## src/rtl/cntsel_pkg.sv

```systemverilog
// Shared types and helpers for the byte-serial bit-select unit.
// State encoding and the operand byte-count helper live here.
package cntsel_pkg;

  typedef enum logic {
    IDLE = 1'b0,
    SCAN = 1'b1
  } state_e;

  function automatic int bytes_of(input int wid);
    return wid / 8;
  endfunction

endpackage

```

## src/rtl/cntpop8.sv

```systemverilog
// 8-bit population count, shared with the ALU popcount path.
module cntpop8 (
  input  logic [7:0] b_i,
  output logic [3:0] cnt_o
);

  always_comb begin
    cnt_o = '0;
    for (int j = 0; j < 8; j++) begin
      cnt_o = cnt_o + {3'b000, b_i[j]};
    end
  end

endmodule

```

## src/rtl/cntsel8.sv

```systemverilog
// 8-bit select: position of the k-th set bit in a byte.
// Result is don't-care when k >= popcount(byte).
module cntsel8 (
  input  logic [7:0] b_i,
  input  logic [2:0] k_i,
  output logic [2:0] pos_o
);

  // Packed ascending set-bit positions of a nibble, 2 bits each.
  function automatic logic [1:0] sel4(
    input logic [3:0] nib,
    input logic [1:0] k
  );
    logic [7:0] t;
    case (nib)
      4'h1:    t = 8'h00;
      4'h2:    t = 8'h01;
      4'h3:    t = 8'h04;
      4'h4:    t = 8'h02;
      4'h5:    t = 8'h08;
      4'h6:    t = 8'h09;
      4'h7:    t = 8'h24;
      4'h8:    t = 8'h03;
      4'h9:    t = 8'h0C;
      4'hA:    t = 8'h0D;
      4'hB:    t = 8'h34;
      4'hC:    t = 8'h0E;
      4'hD:    t = 8'h38;
      4'hE:    t = 8'h39;
      4'hF:    t = 8'hE4;
      default: t = 8'h00;
    endcase
    return t[{k, 1'b0} +: 2];
  endfunction

  logic [2:0] cl;

  assign cl = {2'b00, b_i[0]} + {2'b00, b_i[1]}
            + {2'b00, b_i[2]} + {2'b00, b_i[3]};

  always_comb begin
    if (k_i < cl) begin
      pos_o = {1'b0, sel4(b_i[3:0], k_i[1:0])};
    end else begin
      pos_o = {1'b1, sel4(b_i[7:4], 2'(k_i - cl))};
    end
  end

endmodule

```

## src/rtl/cntsel64.sv

```systemverilog
// Byte-serial select unit: finds the n-th set bit of an operand,
// skipping whole bytes by popcount, one byte per clock.
module cntsel64
  import cntsel_pkg::*;
#(
  parameter int WID = 64,
  parameter int PW  = $clog2(WID)
) (
  input  logic           clk_i,
  input  logic           rst_i,
  input  logic           ld,
  input  logic [WID-1:0] i,
  input  logic [PW-1:0]  n,
  output logic           busy,
  output logic           done,
  output logic           found,
  output logic [PW-1:0]  o
);

  localparam int BYTES = bytes_of(WID);
  localparam int BW    = (BYTES > 1) ? $clog2(BYTES) : 1;

  state_e         state_q, state_d;
  logic [WID-1:0] opr_q, opr_d;
  logic [PW-1:0]  rem_q, rem_d;
  logic [PW-1:0]  o_q, o_d;
  logic [BW-1:0]  bi_q, bi_d;
  logic           done_q, done_d;
  logic           found_q, found_d;

  logic [7:0] byte_w;
  logic [3:0] cnt_w;
  logic [2:0] pos_w;
  logic       hit_w;
  logic       last_w;

  assign byte_w = opr_q[{bi_q, 3'b000} +: 8];

  cntpop8 u_pop (
    .b_i   (byte_w),
    .cnt_o (cnt_w)
  );

  cntsel8 u_sel (
    .b_i   (byte_w),
    .k_i   (rem_q[2:0]),
    .pos_o (pos_w)
  );

  assign hit_w  = {4'b0000, rem_q} < {PW'(0), cnt_w};
  assign last_w = (bi_q == BW'(BYTES - 1));

  always_ff @(posedge clk_i or posedge rst_i) begin
    if (rst_i) begin
      state_q <= IDLE;
      opr_q   <= '0;
      rem_q   <= '0;
      o_q     <= '0;
      bi_q    <= '0;
      done_q  <= 1'b0;
      found_q <= 1'b0;
    end else begin
      state_q <= state_d;
      opr_q   <= opr_d;
      rem_q   <= rem_d;
      o_q     <= o_d;
      bi_q    <= bi_d;
      done_q  <= done_d;
      found_q <= found_d;
    end
  end

  // A new ld always wins, aborting any scan in flight.
  always_comb begin
    state_d = state_q;
    opr_d   = opr_q;
    rem_d   = rem_q;
    o_d     = o_q;
    bi_d    = bi_q;
    found_d = found_q;
    done_d  = 1'b0;
    priority case (1'b1)
      ld: begin
        opr_d   = i;
        rem_d   = n;
        bi_d    = '0;
        o_d     = '0;
        found_d = 1'b0;
        state_d = SCAN;
      end
      (state_q == SCAN) && hit_w: begin
        o_d     = PW'({bi_q, pos_w});
        found_d = 1'b1;
        done_d  = 1'b1;
        state_d = IDLE;
      end
      (state_q == SCAN) && last_w: begin
        done_d  = 1'b1;
        state_d = IDLE;
      end
      (state_q == SCAN): begin
        rem_d = rem_q - PW'(cnt_w);
        bi_d  = bi_q + 1'b1;
      end
      default: ;
    endcase
  end

  always_comb begin
    busy  = (state_q == SCAN);
    done  = done_q;
    found = found_q;
    o     = o_q;
  end

endmodule

```

## config.mk

```make
export PLATFORM = sky130hd
export DESIGN_NAME = cntsel64
export DESIGN_NICKNAME = d
export VERILOG_FILES = /design/src/rtl/cntsel_pkg.sv /design/src/rtl/cntpop8.sv /design/src/rtl/cntsel8.sv /design/src/rtl/cntsel64.sv
export SDC_FILE = /design/constraint.sdc
export NUM_CORES = 1
export LEC_CHECK = 0
export ABC_AREA = 1
export CAP_MARGIN = 40
export CORE_ASPECT_RATIO = 0.6
export CORE_UTILIZATION = 65
export CTS_CLUSTER_DIAMETER = 150
export DETAILED_ROUTE_END_ITERATION = 10
export DONT_BUFFER_PORTS = 1
export GPL_ROUTABILITY_DRIVEN = 0
export PLACE_DENSITY = 0.91
export SKIP_LAST_GASP = 1
export SYNTH_ARGS = -nofsm -noshare
export SYNTH_HDL_FRONTEND = slang
export SYNTH_HIERARCHICAL = 1
export SYNTH_SLANG_ARGS = --single-unit
```

## constraint.sdc

```tcl
create_clock -name clk_i -period 8.35 [get_ports clk_i]
set_input_delay 0.835 -clock clk_i [delete_from_list [all_inputs] [get_ports clk_i]]
set_output_delay 0.835 -clock clk_i [all_outputs]
set_load 0.1 [all_outputs]
```

* Word level (Yosys, flattened, before mapping) *
Memory sizes are Yosys's and may differ from the RTL's.
Index checks and enable logic that the tools add are counted.

cells by class
  shift operators = 3
  magnitude comparators = 2
  add/subtract/negate cells = 13
  reduce and logical (&&, ||, !) cells = 6
  muxes and demuxes = 21
  eq/ne operators = 3

operator list
  kind                                                            number
  64-bit by 7-bit indexed part select with 8-bit output           1
  6-bit two-way mux                                               6
  4-bit by 1-bit adder with 4-bit output                          6
  8-bit two-way mux                                               2
  8-bit by 4-bit indexed part select with 2-bit output            2
  3-bit two-way mux                                               5
  1-bit two-way mux                                               8
  3-bit by 1-bit adder with 3-bit output                          2
  6-bit by 4-bit < comparator with 1-bit output                   1
  6-bit by 4-bit subtractor with 6-bit output                     1
  1-bit by 1-bit adder with 2-bit output                          2
  2-bit != test (second input constant)                           2
  2-bit nonzero test                                              2
  3-bit by 1-bit adder with 3-bit output (second input constant)  1
  3-bit == test (second input constant)                           1
  3-bit < comparator                                              1
  3-bit AND reduction                                             1
  3-bit nonzero test                                              1
  1-bit logical AND                                               2
  2-bit subtractor                                                1

storage, ports and cells
  ROM bits = 256
  register bits = 82
  output and inout bits = 9
  memories = 2
  logic and storage cells = 57

memory list
  memory            words  bits a word  rd ports  clocked after Yosys merged registers in  write ports  RTL line       text
  (name not given)  16     8            1         0                                        0            cntsel8.sv:15  case (nib)
  (name not given)  16     8            1         0                                        0            cntsel8.sv:15

* Longest topological paths before layout *
Gate-level depths: netlist of the first run.

  depth in word-level cells = 13
  mapped depth = 27
  depth with buffers taken out = 26

* Hierarchy *
The synthesis of the first run kept the hierarchy.

by module, submodules not included
  module    sequential area each (um^2)  cells each  instances  area an instance (um^2)
  cntsel64  2,052.0                      497         1          4,023.9
  cntsel8   0.0                          105         1          591.8
  cntpop8   0.0                          29          1          201.4

* Least setup slack after synthesis of the first run *
No wires, ideal clock.

  kind = reg2reg
  start = register bi_q[0]
  end = register bi_q[1]
  buffers on the path = 2
  setup time = 0.074 ns
  arrival time = 4.484 ns
  setup slack = 3.792 ns
  cell stages (with the launch flop) = 24
  cells stage by stage = dfrtp_1 > buf_2 > buf_2 > a21oi_1 > o21ai_0 > nand3_1 > o21a_1 > inv_1 > fa_1 > fa_1 > fa_1 > inv_1 > ha_1 > inv_1 > fa_1 > inv_1 > fa_1 > inv_1 > nand3_2 > nand2_2 > nand3_4 > nor2_4 > nand2_1 > o21ai_2

between the ends
  longest elaborated chain between the ends = 12
  elaborated cells between the ends (all ways) = 20

ends and longest elaborated chain
  element                                                RTL line        text
  from (decl)                                            cntsel64.sv:27  logic [BW-1:0] bi_q, bi_d;
  from (signal assigned)                                 cntsel64.sv:67  bi_q <= bi_d;
  64-bit by 7-bit indexed part select with 8-bit output  cntsel64.sv:37  assign byte_w = opr_q[{bi_q, 3'b000} +: 8];
  named net byte_w[0]                                    cntsel64.sv:31  logic [7:0] byte_w;
  1-bit by 1-bit adder with 2-bit output                 cntpop8.sv:10   cnt_o = cnt_o + {3'b000, b_i[j]};
  4-bit by 1-bit adder with 4-bit output (6 in a row)    cntpop8.sv:10
  named net cnt_w[1]                                     cntsel64.sv:32  logic [3:0] cnt_w;
  6-bit by 4-bit < comparator with 1-bit output          cntsel64.sv:50  assign hit_w = {4'b0000, rem_q} < {PW'(0), cnt_w};
  1-bit logical AND                                      cntsel64.sv:91  (state_q == SCAN) && hit_w: begin
  2-bit != test (no source line)                         -
  3-bit AND reduction (no source line)                   -

The timed path passes the listed nets, and every way through them passes these cells. The select of a mux whose other input is x is not followed.
A chain may end at the register's enable or synchronous reset.

* Worst setup path in the final report of the first run *
  start = register bi_q[0]
  end = register o_q[1] (netlist: o[1])

between the ends
  longest elaborated chain between the ends = 11
  elaborated cells between the ends (all ways) = 25

ends and longest elaborated chain
  element                                                RTL line        text
  64-bit by 7-bit indexed part select with 8-bit output  cntsel64.sv:37
  named net byte_w[0]                                    cntsel64.sv:31
  1-bit by 1-bit adder with 2-bit output                 cntpop8.sv:10
  4-bit by 1-bit adder with 4-bit output (6 in a row)    cntpop8.sv:10
  named net cnt_w[2]                                     cntsel64.sv:32
  6-bit by 4-bit < comparator with 1-bit output          cntsel64.sv:50
  1-bit logical AND                                      cntsel64.sv:91
  2-bit nonzero test (no source line)                    -
  to (signal assigned)                                   cntsel64.sv:58  o_q <= '0;
  to (signal assigned)                                   cntsel64.sv:66  o_q <= o_d;
  to (decl)                                              cntsel64.sv:26  logic [PW-1:0] o_q, o_d;

The timed path passes the listed nets, and every way through them passes these cells. The select of a mux whose other input is x is not followed.

==> results of run 1 <==
## per-layer routing
metal  vias to the layer above  routed length (µm)  part of all wire, %
li1                       1988                   -                    -
met1                      1967                5350                   42
met2                       288                5510                   43
met3                        30                1670                   13
met4                         0                 299                  2.3
met5                         -                   0                    0
## worst max-delay path, delay by kind of cell (launching register included)
kind                     cells  cell delay (ns)
AO/OA/AOI/OAI                2             0.58
adder cells (fa/ha/maj)      6             2.29
buffers and inverters        8             1.02
flip-flops                   1             0.59
AND/OR/NAND/NOR              9             1.04
## worst paths after layout
path / end / slack (ns)
worst max-delay path: o[1]$_DFFE_PP0P_ / 2.77
worst min register to register: opr_q[16]$_DFFE_PP0P_ / 0.47
worst min-delay path: opr_q[16]$_DFFE_PP0P_ / 0.47
min in group asynchronous: opr_q[11]$_DFFE_PP0P_ / 0.51
max in group asynchronous: opr_q[30]$_DFFE_PP0P_ / 7.20
worst max register to register: o[1]$_DFFE_PP0P_ / 2.77
## flip-flops by register name, summed over array words and instances (netlist names)
name and flops:
opr_q 64, o 6, rem_q 6, bi_q 3, busy 1, done 1, found 1
## layout make-up
cell class	instances	area [µm²]	area share, %
clock buffers	12	256	4.78
clock inverters	4	50.0	0.933
multi-input cells	438	2310	43.1
well taps	87	109	2.03
repair buffers	13	282	5.25
flip-flops and latches	82	2050	38.3
inverters	81	305	5.69
## placed cells by master (no fill, tap or decap), drive strengths merged, types with 2 or more instances in the layout
| master | n |
|---|---|
| nand2 | 216 |
| dfrtp | 82 |
| inv | 79 |
| o21ai | 71 |
| nand3 | 46 |
| a21oi | 34 |
| ha | 22 |
| nor2 | 17 |
| buf | 13 |
| clkbuf | 12 |
| o21a | 8 |
| fa | 6 |
| nand4 | 4 |
| xor2 | 3 |
| o31ai | 3 |
| clkinv | 3 |
| clkinvlp | 2 |
| or2 | 2 |
## kinds of logic (layout without fill, tap and decap cells)
logic type,Yosys count,count (layout),share of synthesized area [%]
adder cells (fa/ha/maj),28,28,8.21
AO/OA/AOI/OAI,119,119,13.6
buffers and inverters,111,110,9.45
flip-flops,82,82,42.6
AND/OR/NAND/NOR,287,287,25.4
XOR/XNOR,4,4,0.727
## through the flow
step,area [µm²],setup slack [ns],utilization [%]
6_report,5360,2.77,77.7
5_1_grt,5360,2.39,77.7
4_1_cts,5340,2.86,77.3
3_5_place_dp,5030,2.91,72.8
3_3_place_gp,4790,2.77,69.4
2_1_floorplan,4820,3.79,-
==> out/metrics.sh, run 1 <==
RUN_STATUS='finished clean'
SYNTH_TOP_FLOP_CELL='dfrtp_1'
CRITICAL-PATH-MAX-STAGE-DELAY_NS=0.59
CRIT_SLOWEST_CELL='dfrtp_1'
NUM_VIAS=4273
FINAL_NET_COUNT=726
PIN_COUNT_OF_THE_BIGGEST_NET_ENTERING_GLOBAL_ROUTING=104
FINALSETUPVIOLATIONS=0
NETLIST-CELL-TYPE-COUNT=36
FLOORPLAN.IO_PINS=82
CTS_MADE_BUFFERS=9
YOSYS.AREA.TOP_TYPE='dfrtp_1'
POST_CTS_BUFFERS=0
SYNTH.NET_COUNT=732
CP_DATA_ARRIVAL_TIME_NS=5.86
WIRE_PER_INST_UM=17.9
HOLD_PATH_STARTPOINT='opr_q[16]$_DFFE_PP0P_'
DIE_HEIGHT_UM=68.7
USE_MET1_PCT=45.7
SETUP.WORST_PATH.CLASS='flop to flop'
POST-PLACE-CELLS=700
TIMING.SETUP.TNS_NS=0
NUMBER_OF_HOLD_BUFFERS_ADDED_AFTER_CTS=0
SYNTH_LARGEST_TYPE_AREA_FRACTION_PCT=42.6
ROOT_BUFFER='clkbuf_16'
FINAL-MAX-SLEW-VIOLATION-COUNT=0
FINALNONFILLERCELLS=717
RSZ0062_AT_GRT='no'
CP-STARTPOINT='bi_q[0]$_DFFE_PP0P_'
INITIAL_DETAILED_ROUTING_VIOLATION_COUNT=531
SLEW_HEADROOM_PCT=42.4
NUMBER_OF_ANTENNA_VIOLATIONS_AT_THE_FIRST_CHECK_IN_GLOBAL_ROUTING=0
ENDPOINT_KIND='flop'
SYNTH_COMMON_CELLS='nand2_1, dfrtp_1, inv_1, o21ai_0, nand3_1'
MET2_USAGE_PCT=50.2
YS_SEQ_AREA_SHARE_PCT=42.6
MIN_DELAY_PATH_DEPTH=2
SYNTH_ENABLE_FLOP_CELLS=0
LAYOUT-AREA-OVERHEAD-VS-SYNTH_PCT=11.4
LAYOUT-DRIVE-GT1-SHARE_PCT=8.41
FLOORPLAN.DIE.WIDTH_UM=113
STARTING_DENSITY_OF_THE_CORE_PCT=69.7
SYN-CELL-AREA_MM2=0.00482
CLOCK_LATENCY_ON_THE_WORST_SKEW_PAIR_NS=0.35
STD_CELL_ROWS=23
MAXIMUM_OPERATING_FREQUENCY_MHz=179
REQUIRED_TIME_OF_THE_CRITICAL_PATH_NS=8.63
COUNT_OF_CLOCK_TREE_SINKS=82
TIMING.FINAL.CRIT_PERIOD_NS=5.58
GLOBALROUTEOVERFLOWTOTAL=0
FINALHOLDVIOLATIONS=0
POSTROUTEANTENNANETS=0
CLKTRANSATPATHREGS_NS=0.06
DESIGN.DIE.AREA_MM2=0.00777
CRITPATHMAXFANOUT=26
GRT-BUSIEST-LAYER='met2'
YOSYS.CELL_COUNT.TOP_TYPE='nand2_1'
FIRST_PASS_GRT_WIRE_LENGTH_UM=19300
STARTPOINT_TYPE_OF_THE_WORST_SETUP_PATH='flop'
VIAS_PER_CELL=5.96
POSTSYNTHREGISTERBITS=82
IO_BUFFERS=0
FILLERS=450
FIN_WORST_HOLD_SLACK_NS=0.466
DETAIL_ROUTE.FIRST_PASS.ITERATIONS=8
MAX_CAP_VIOLATIONS=0
FINAL.SETUP_SKEW_NS=0.00838
NUMBER_OF_GLOBAL_ROUTE_VIAS_BEFORE_REPAIR=3864
CLOCK_TREE_FROM_TRITONCTS='built'
R2R_START='bi_q[0]$_DFFE_PP0P_'
WORST_HOLD_PATH_TYPE='flop to flop'
WORST_R2R_PATH_DEPTH=25
CLOCKBUFFERDEPTH=2
ROUTED_WL_UM=12800
ASYNC_RESET_FF_SHARE_PCT=100
FLOORPLAN.CORE_AREA_MM2=0.00691
DRCVIOLATIONCOUNT=0
SYNTH.TOP_CELLS.BY_AREA='dfrtp_1, nand2_1, o21ai_0'
TRACK_USAGE_PCT=34.2
YS_WARN_COUNT=6
POST_CTS.RESIZED_INSTANCES=0
M3_GR_USAGE_PCT=14.2
DP_HPWL_UM=9100
POST_SYNTH_INST_COUNT=631
ANTENNA-DIODE-COUNT=0
WORSTMARGINPINSLEW_NS=0.864
CTS.HTREE.LEVELS=3
PERIOD_SHARE_PCT=66.9
SYNTHESIS.AREA_PER_INSTANCE_UM2=7.63
Power of run 1 is not shown: default switching activity piles up to over one toggle a cycle in this logic, so the estimate is an artifact.
==> inputs of run 2 (changes only) <==
--- a/config.mk
+++ b/config.mk
@@ -8,12 +8,12 @@
 export ABC_AREA = 1
 export CAP_MARGIN = 40
 export CORE_ASPECT_RATIO = 0.6
-export CORE_UTILIZATION = 65
+export CORE_UTILIZATION = 58
 export CTS_CLUSTER_DIAMETER = 150
 export DETAILED_ROUTE_END_ITERATION = 10
 export DONT_BUFFER_PORTS = 1
 export GPL_ROUTABILITY_DRIVEN = 0
-export PLACE_DENSITY = 0.91
+export PLACE_DENSITY = 0.86
 export SKIP_LAST_GASP = 1
 export SYNTH_ARGS = -nofsm -noshare
 export SYNTH_HDL_FRONTEND = slang
==> constraint.sdc (replaced) <==
create_clock -name clk_i -period 4.9 [get_ports clk_i]
set_input_delay 0.49 -clock clk_i [delete_from_list [all_inputs] [get_ports clk_i]]
set_output_delay 0.49 -clock clk_i [all_outputs]
set_load 0.1 [all_outputs]
==> run 2 against run 1 <==
Net effect: fmax is 16% higher; flip-flop and latch count stayed put; largest cell class unchanged; cell area is 3.1% higher; highest routed layer unchanged.
==> out/metrics.sh, run 2 (synthesized netlist as in run 1, its figures left out) <==
GLOBALROUTEOVERFLOWTOTAL=0  # unchanged
MULTI_INPUT_COMB_AREA_MM2=0.00235  # +1.9%
SLEW_HEADROOM_PCT=40.3  # -2.2 points
FINAL.SETUP.WORST_SLACK_NS=0.102  # -2.67 ns
LAYOUT-AREA-OVERHEAD-VS-SYNTH_PCT=14.8
DETAIL_ROUTE.FIRST_PASS.ITERATIONS=6  # -2
MET1WIRELENGTH_UM=5390  # +0.75%
CRITPATHMAXFANOUT=20  # -23%
STARTING_DENSITY_OF_THE_CORE_PCT=60.6  # -9.1 points
REQUIRED_TIME_OF_THE_CRITICAL_PATH_NS=5.15  # -3.48 ns
SETUP.WORST_PATH.CLASS='flop to flop'
CTS.HTREE.LEVELS=3  # unchanged
DRCVIOLATIONCOUNT=0  # unchanged
CLOCKBUFFERDEPTH=2  # unchanged
REGAREA_MM2=0.00205  # +0.12%
COUNT_OF_CLOCK_TREE_SINKS=82  # unchanged
DPL_WORST_SLACK_NS=0.154  # -2.76 ns
FLOORPLAN.CORE_AREA_MM2=0.00795  # +15%
ROUTED_WL_UM=12300  # -4.1%
LAYOUT-DRIVE-GT1-SHARE_PCT=12.1  # +3.7 points
ENDPOINT_KIND='flop'
POST-ROUTE-CELL-AREA_MM2=0.00553  # +3.1%
FINAL_CELL_MIX='nand2_1, dfrtp_1, inv_1'
STD_CELL_ROWS=25  # +8.7%
MAXIMUM_OPERATING_FREQUENCY_MHz=208  # +16%
PIN_COUNT_OF_THE_BIGGEST_NET_ENTERING_GLOBAL_ROUTING=104  # unchanged
FLOORPLAN.IO_PINS=82  # unchanged
PERIOD_SHARE_PCT=97.9  # +31 points
FINALHOLDVIOLATIONS=0  # unchanged
NUMBER_OF_ANTENNA_VIOLATIONS_AT_THE_FIRST_CHECK_IN_GLOBAL_ROUTING=0  # unchanged
FIRST_PASS_GRT_WIRE_LENGTH_UM=19100  # -0.96%
RUN_STATUS='finished clean'
CLOCK_LATENCY_ON_THE_WORST_SKEW_PAIR_NS=0.34  # about the same
DP_HPWL_UM=9000  # -1.1%
VIAS_PER_CELL=5.73  # -3.9%
FINAL.SETUP_SKEW_NS=0.00439  # -0.00400 ns
STARTPOINT_TYPE_OF_THE_WORST_SETUP_PATH='flop'
R2R_START='bi_q[0]$_DFFE_PP0P_'
FLIP_FLOP_COUNT_OF_THE_LARGEST_REGISTER_ALL_COPIES_AND_WORDS_ADDED=64  # unchanged
MAX_FLOP_REGISTER='opr_q'
CP_DATA_ARRIVAL_TIME_NS=5.05  # -0.81 ns
NUM_VIAS=4309  # +0.84%
INITIAL_DETAILED_ROUTING_VIOLATION_COUNT=614  # +16%
CTS_MADE_BUFFERS=9  # unchanged
FINAL_COMMON_CELL='nand2_1'
TIMING.FINAL.CRIT_PERIOD_NS=4.80  # -0.785 ns
WORST_HOLD_PATH_TYPE='primary input to asynchronous set/reset pin'
FILLERS=624  # +39%
DIE_HEIGHT_UM=72.6  # +5.7%
POSTROUTEANTENNANETS=0  # unchanged
DESIGN.DIE.AREA_MM2=0.00869  # +12%
WIRE_PER_INST_UM=16.4  # -8.6%
CP-STARTPOINT='bi_q[0]$_DFFE_PP0P_'
CLOCK_TREE_FROM_TRITONCTS='built'
ROOT_BUFFER='clkbuf_16'
NUMBER_OF_HOLD_BUFFERS_ADDED_AFTER_CTS=0  # unchanged
FINAL-MAX-SLEW-VIOLATION-COUNT=0  # unchanged
FLOORPLAN.DIE.WIDTH_UM=120  # +5.8%
CLKTRANSATPATHREGS_NS=0.06  # about the same
ANTENNA-DIODE-COUNT=0  # unchanged
TRACK_USAGE_PCT=29.5  # -4.7 points
FINAL_NET_COUNT=741  # +2.1%
MAXUSEDROUTINGLAYER='met4'
IO_BUFFERS=0  # unchanged
PLACED_CELL_AREA_MM2=0.00513  # +2.0%
FINALSETUPVIOLATIONS=0  # unchanged
DR_WL_MET2_UM=5120  # -7.2%
NUMBER_OF_GLOBAL_ROUTE_VIAS_BEFORE_REPAIR=3867  # +0.078%
WORSTMARGINPINSLEW_NS=0.896  # +0.0317 ns
WL_MET3_UM=1690  # +1.3%
MAX_CAP_VIOLATIONS=0  # unchanged
-- run 2: changes by cell type in the layout (fill, tap and decap cells not counted), moves of 2 or more --
| cell | change |
|---|---|
| o21ai_1 | +3 |
| nand2_2 | +3 |
| a21oi_2 | +3 |
| dfrtp_2 | +2 |
| a21oi_1 | -3 |
| dfrtp_1 | -2 |
| buf_4 | +14 |
| ha_1 | -2 |
| o21ai_0 | -3 |
| nand2_1 | -3 |
-- run 2: per-layer routing --
metal	up-vias	global-route usage [%]
met5	-	0
met4	0	7.36
met3	18	12.3
met2	266	41.8
met1	2009	41.8
li1	2016	-
-- run 2: what timing repair did --
item / 4_1_cts / 5_1_grt
setup endpoints to repair: 0 / 18
buffers inserted: 0 / 7
gates resized for setup: 0 / 19
-- run 2: path summary, 6_finish.rpt --
path	endpoint	slack (ns)	cells past startpoint
worst max-delay path	o[3]$_DFFE_PP0P_	0.10	22
worst min-delay path	found$_DFFE_PP0P_	0.09	1
worst max register to register	o[3]$_DFFE_PP0P_	0.10	22
worst min register to register	opr_q[18]$_DFFE_PP0P_	0.47	2
max in group asynchronous	opr_q[19]$_DFFE_PP0P_	3.82	2
min in group clk_i	found$_DFFE_PP0P_	0.23	1
-- run 2: cell type report --
class / instances / share of cell area (%)
multi-input combinational: 438 / 42.5
sequential: 82 / 37.1
clock inverter: 2 / 0.226
clock buffer: 13 / 4.70
inverter: 81 / 5.56
timing repair buffer: 28 / 7.37
tap: 108 / 2.44
-- run 2: metrics by stage --
| step | std cells | setup TNS [ns] | hold slack, ns | utilization [%] |
|---|---|---|---|---|
| floorplan | 631 | 0 | 0.437 | - |
| global placement | 720 | 0 | 0.454 | 61.6 |
| detailed placement | 729 | 0 | 0.458 | 64.6 |
| CTS | 744 | 0 | 0.105 | 68.0 |
| global route | 752 | -0.458 | 0.129 | 69.6 |
| finish | 752 | 0 | 0.0859 | 69.6 |
-- run 2: critical path, stage by stage (launching register included) --
cell	delay (ns)
dfrtp_2	0.46
buf_12	0.17
a21oi_2	0.20
o21ai_0	0.12
nand3_1	0.09
o21a_1	0.17
inv_1	0.06
fa_1	0.47
fa_1	0.51
fa_1	0.41
inv_1	0.07
ha_2	0.18
inv_1	0.06
fa_1	0.50
inv_1	0.08
fa_2	0.39
inv_2	0.08
nand3_2	0.09
buf_4	0.15
nand3_4	0.09
buf_4	0.17
nand3_1	0.10
o31ai_2	0.08
Power of run 2 is left out for the same reason.
